--- src/rtl/stall_ctrl_pkg.sv ---
// Shared types and constants for the pipeline stall/flush controller.
// Optional feature macro: STALL_CTRL_PERF_EN (performance counters, see stall_controller).
package stall_ctrl_pkg;

    // Controller FSM: free-running pipe, or waiting on a multi-cycle memory access.
    typedef enum logic [0:0] {
        RUN      = 1'b0,
        MEM_WAIT = 1'b1
    } state_e;

    // Which control rule is in effect this cycle, strongest first.
    localparam logic [1:0] PRIO_NONE   = 2'd0;
    localparam logic [1:0] PRIO_MEM    = 2'd1;
    localparam logic [1:0] PRIO_BRANCH = 2'd2;
    localparam logic [1:0] PRIO_HAZARD = 2'd3;

    // Defaults: watchdog length in MEM_WAIT cycles, and perf counter width.
    localparam int MEM_TIMEOUT_DEF = 256;
    localparam int CNT_W_DEF       = 32;

    // Wait counter width; large enough for the biggest legal timeout (65535).
    localparam int WAIT_W = 16;

endpackage

--- src/rtl/sat_counter.sv ---
// Saturating up-counter: counts cycles with inc=1, sticks at all-ones, clr returns to 0.
module sat_counter #(
    parameter int W = 32
) (
    input  logic         clk,
    input  logic         rst,
    input  logic         inc,
    input  logic         clr,
    output logic [W-1:0] value
);

    logic [W-1:0] value_q;
    logic [W-1:0] value_d;

    // Next value: clear wins, otherwise increment unless already saturated.
    always_comb begin
        value_d = value_q;
        if (clr) begin
            value_d = '0;
        end else if (inc && !(&value_q)) begin
            value_d = value_q + 1'b1;
        end
    end

    // Count register.
    always_ff @(posedge clk or posedge rst) begin
        if (rst) begin
            value_q <= '0;
        end else begin
            value_q <= value_d;
        end
    end

    assign value = value_q;

endmodule

--- src/rtl/stall_controller.sv ---
// Pipeline stall/flush controller: turns hazard requests, the memory handshake and branch
// outcomes into freeze/flush controls for the four pipeline registers. A small FSM tracks
// multi-cycle memory waits and aborts a wait that runs for MEM_TIMEOUT cycles.
// Optional feature macro: STALL_CTRL_PERF_EN adds saturating cycle counters for hazard
// bubbles, memory stalls and branch flushes.
module stall_controller
    import stall_ctrl_pkg::*;
#(
    parameter int MEM_TIMEOUT = MEM_TIMEOUT_DEF,
    parameter int CNT_W       = CNT_W_DEF
) (
    input  logic             clk,
    input  logic             rst,
    input  logic             hazard,
    input  logic             mem_r_en,
    input  logic             mem_w_en,
    input  logic             mem_ready,
    input  logic             branch_taken,
    output logic             freeze_if,
    output logic             freeze_id,
    output logic             freeze_exe,
    output logic             freeze_mem,
    output logic             flush_if,
    output logic             flush_id,
    output logic             mem_err
`ifdef STALL_CTRL_PERF_EN
    ,
    output logic [CNT_W-1:0] cnt_hazard,
    output logic [CNT_W-1:0] cnt_mem,
    output logic [CNT_W-1:0] cnt_flush
`endif
);

    // Abort fires while the counter shows MEM_TIMEOUT-1 already-stalled cycles, so the
    // freezes are held for exactly MEM_TIMEOUT-1 cycles and released on the next one.
    localparam logic [WAIT_W-1:0] WAIT_LIMIT = WAIT_W'(MEM_TIMEOUT - 1);

    state_e            state_q, state_d;
    logic [WAIT_W-1:0] wait_cnt_q, wait_cnt_d;
    logic              mem_err_q, mem_err_d;

    logic              mem_pending;
    logic              mem_err_abort;
    logic              mem_stall;
    logic [1:0]        prio;

    assign mem_pending   = (mem_r_en | mem_w_en) & ~mem_ready;
    assign mem_err_abort = (state_q == MEM_WAIT) & mem_pending & (wait_cnt_q == WAIT_LIMIT);
    assign mem_stall     = mem_pending & ~mem_err_abort;

    // Pick the strongest active rule; a stall masks branch/hazard, a branch masks hazard.
    always_comb begin
        prio = PRIO_NONE;
        if (mem_stall) begin
            prio = PRIO_MEM;
        end else if (branch_taken) begin
            prio = PRIO_BRANCH;
        end else if (hazard) begin
            prio = PRIO_HAZARD;
        end
    end

    // Decode the rule into pipeline controls; everything is forced low while in reset.
    always_comb begin
        freeze_if  = 1'b0;
        freeze_id  = 1'b0;
        freeze_exe = 1'b0;
        freeze_mem = 1'b0;
        flush_if   = 1'b0;
        flush_id   = 1'b0;
        if (!rst) begin
            case (prio)
                PRIO_MEM: begin
                    freeze_if  = 1'b1;
                    freeze_id  = 1'b1;
                    freeze_exe = 1'b1;
                    freeze_mem = 1'b1;
                end
                PRIO_BRANCH: begin
                    flush_if = 1'b1;
                    flush_id = 1'b1;
                end
                PRIO_HAZARD: begin
                    freeze_if = 1'b1;
                    flush_id  = 1'b1;
                end
                default: ;
            endcase
        end
    end

    // FSM next state: sit in MEM_WAIT exactly while the stall is asserted. The wait counter
    // counts stalled cycles (the entering cycle included), saturating, and clears otherwise.
    always_comb begin
        state_d    = RUN;
        wait_cnt_d = '0;
        mem_err_d  = mem_err_q | mem_err_abort;
        if (mem_stall) begin
            state_d    = MEM_WAIT;
            wait_cnt_d = (&wait_cnt_q) ? wait_cnt_q : wait_cnt_q + 1'b1;
        end
    end

    // FSM, wait counter and sticky error flag.
    always_ff @(posedge clk or posedge rst) begin
        if (rst) begin
            state_q    <= RUN;
            wait_cnt_q <= '0;
            mem_err_q  <= 1'b0;
        end else begin
            state_q    <= state_d;
            wait_cnt_q <= wait_cnt_d;
            mem_err_q  <= mem_err_d;
        end
    end

    assign mem_err = mem_err_q & ~rst;

`ifdef STALL_CTRL_PERF_EN
    sat_counter #(.W(CNT_W)) u_cnt_hazard (
        .clk   (clk),
        .rst   (rst),
        .inc   (prio == PRIO_HAZARD),
        .clr   (1'b0),
        .value (cnt_hazard)
    );

    sat_counter #(.W(CNT_W)) u_cnt_mem (
        .clk   (clk),
        .rst   (rst),
        .inc   (prio == PRIO_MEM),
        .clr   (1'b0),
        .value (cnt_mem)
    );

    sat_counter #(.W(CNT_W)) u_cnt_flush (
        .clk   (clk),
        .rst   (rst),
        .inc   (prio == PRIO_BRANCH),
        .clr   (1'b0),
        .value (cnt_flush)
    );
`endif

endmodule
--- config.mk ---
export PLATFORM = sky130hd
export DESIGN_NAME = stall_controller
export DESIGN_NICKNAME = d
export VERILOG_FILES = /design/src/rtl/stall_ctrl_pkg.sv /design/src/rtl/sat_counter.sv /design/src/rtl/stall_controller.sv
export SDC_FILE = /design/constraint.sdc
export NUM_CORES = 1
export LEC_CHECK = 0
export CAP_MARGIN = 20
export CORE_MARGIN = 1
export CORE_UTILIZATION = 38
export CTS_CLUSTER_SIZE = 14
export DETAILED_ROUTE_END_ITERATION = 12
export PLACE_DENSITY = 0.68
export SKIP_LAST_GASP = 1
export SLEW_MARGIN = 0
export SYNTH_ARGS = -nofsm -noshare
export SYNTH_HDL_FRONTEND = slang
export SYNTH_HIERARCHICAL = 1
export SYNTH_SLANG_ARGS = --single-unit
--- constraint.sdc ---
create_clock -name clk -period 2.3 [get_ports clk]
set_input_delay 0.46 -clock clk [delete_from_list [all_inputs] [get_ports clk]]
set_output_delay 0.46 -clock clk [all_outputs]
set_load 0.03 [all_outputs]
==> results.toml <==
[run_status]
outcome = "completed"

[min_path]
min_path_type = "reg2reg"

[routing]
route.detailed.drc = 0
firstDrtPassIters = 4
via_count = 861
routedWlPerCell_um = 12.89
routed_wl_mm = 2.139
vias_per_cell = 5.187
drt_first_iter_violations = 14
ant_nets = 0

[sta]
worst_pin_slew_ps = 516.7
rsz0062_at_grt = "yes"
min_period_over_period = 0.9891
max_freq_mhz = 439.6
setup_viol = 0
fin_crit_ps = 2275
setup_tns_ps = 0
finalHoldViolCount = 0
fin_skew_ps = 2.995
slew_headroom = 0.6544
drv_slew = 0
fin_ws_ps = 25.03

[placement]
dp_slack_ps = 24.65
hpwl_mm = 1.413
place.gp.congestion = 0.8365
dpl.cell_count = 152
port_buffers = 13

[power_and_ir_drop]
leakagePower_nw = 0.6011
power.density_mw_per_mm2 = 439.9
ir_drop_mv = 0.2792
p_total_uw = 608.7

[job]
maxCapViolations = 0

[die]
core_area_mm2 = 0.002522
rows = 18
start_util = 0.4127
dieArea_mm2 = 0.002953
die_x_um = 54.34
ios = 14
die_height_um = 54.34

[yosys]
synthArstFlopShare = 1.000
synth.avg_cell_area_um2 = 9.378
synth-seq-cells = 18
ys_warn_count = 6
synth_edf_count = 0
ys.flop_type = "dfrtp_1"
synth_top_area_frac = 0.4327
synthCells = 111
synth_cell_types = 34
synth.largest_area_cell = "dfrtp_1"
ys_seq_area_frac = 0.4327
netlist_area_mm2 = 0.001041
synth_fp_nets = 119
synth_area_leaders = "dfrtp_1, nor2_1, xnor2_1"

[grt]
grt.met2_usage = 0.2724
grt_util_met3 = 0.02778
gr-usage-all-layers = 0.1702
antenna_found_initial = 0
grt_busiest_layer = "met2"
grt_pass1_wl_mm = 3.588
use_met1 = 0.2182
grt_max_degree = 19
grt_pass1_vias = 830
overflow = 0

[final_layout]
antenna_cells = 0
fillers = 238
layout_commonest_cell = "buf_4"
final_cell_mix = "buf_4, nor2_1, dfrtp_1"
drive_gt1_frac = 0.3456
final_nets = 145
area_growth_pct = 32.93
fin_cells = 166

[cts]
cts.clk_slew.worst_paths_ps = 100
clkSinkCount = 18
cts_root_buf = "clkbuf_4"
cts.path.max_buffers = 2
clock_latency_ps = 290
cts_tree = "built"
htreeDepth = 1
cts_buffers = 3

[critical_path]
path_class = "reg2out"
required_ps = 1840
crit_path_start_kind = "register"
critPathCaptureType = "primary output"
worstPathArrival_ps = 1810
worstPathMaxFanout = 3
[sequential cells by signal (all words and copies together), names as in the netlist]
signal,flops
wait_cnt_q,16
mem_err_q,1
state_q,1
[worst max-delay path: stages (launching register included)]
cell     delay (ps)
dfrtp_2         440
nor4b_4         310
nand3_2         150
o21ai_4         210
buf_12          130
and3_4          160
buf_6           120
[stage by stage]
step	util	area (um^2)	hold slack, ps
after floorplan	-	1054	403.7
after global placement	0.4727	1192	431.1
after detailed placement	0.4727	1192	436.8
final	0.5486	1384	457.9
after CTS	0.5193	1310	461.9
after global routing	0.5486	1384	477.0
[Yosys cell counts (all sizes together) (2+ instances only)]
| library cell | instances |
|---|---|
| a211oi | 3 |
| a21oi | 6 |
| a311oi | 2 |
| and3 | 6 |
| buf | 6 |
| dfrtp | 18 |
| inv | 6 |
| nand2 | 6 |
| nand3 | 8 |
| nand4 | 2 |
| nor2 | 19 |
| nor3 | 9 |
| xnor2 | 7 |
[worst paths after layout]
path / slack (ps) / startpoint / depth (start not counted) / to
setup reg to reg: 490 / wait_cnt_q[1] / 7 / wait_cnt_q[15]
max in group asynchronous: 1380 / rst / 4 / wait_cnt_q[13]
setup / recovery: 30 / wait_cnt_q[13] / 6 / flush_if
hold reg to reg: 460 / mem_err_q / 1 / mem_err_q
min in group asynchronous: 710 / rst / 4 / wait_cnt_q[8]
hold / removal: 460 / mem_err_q / 1 / mem_err_q
[metal layers]
layer / vias up / wire length (um)
li1: 439 / -
met1: 406 / 982
met2: 14 / 1065
met3: 2 / 76
met4: 0 / 14
met5: - / 0
[what timing repair did]
| action | in CTS | in global routing |
|---|---|---|
| gates resized for setup | 5 | 11 |
| endpoints found under the hold margin | 0 | 0 |
| pin swaps | 3 | 5 |
| hold buffers | 0 | 0 |
| buffers inserted | 6 | 4 |
| cloned | 0 | 0 |
| setup endpoints to repair | 6 | 6 |
[report_power, final]
group	leakage, nW	internal (mW)	switching [mW]	total (mW)
registers	0.246	0.320	0.00258	0.323
logic	0.334	0.0443	0.0471	0.0914
clock network	0.0210	0.0964	0.0980	0.194
total	0.601	0.461	0.148	0.609
[area by class of cell]
class,instances,area [um^2],share of cell area
Inverter,6,22.52,0.01627
Multi-Input combinational cell,80,591.8,0.4277
Timing Repair Buffer,28,244.0,0.1763
Tap cell,30,37.54,0.02712
Clock buffer,4,36.28,0.02622
Sequential cell,18,451.7,0.3264
[cell families (layout without fill, tap and decap cells)]
logic type | count (synthesis) | after routing | share of synthesized area
fa+ha+maj | 1 | 1 | 0.01202
xor+xnor | 8 | 8 | 0.06731
flops | 18 | 18 | 0.4327
compound gates | 16 | 16 | 0.1214
simple gates | 55 | 55 | 0.2957
buf+inv | 13 | 38 | 0.07090
Power figures use the tool's default switching activity.
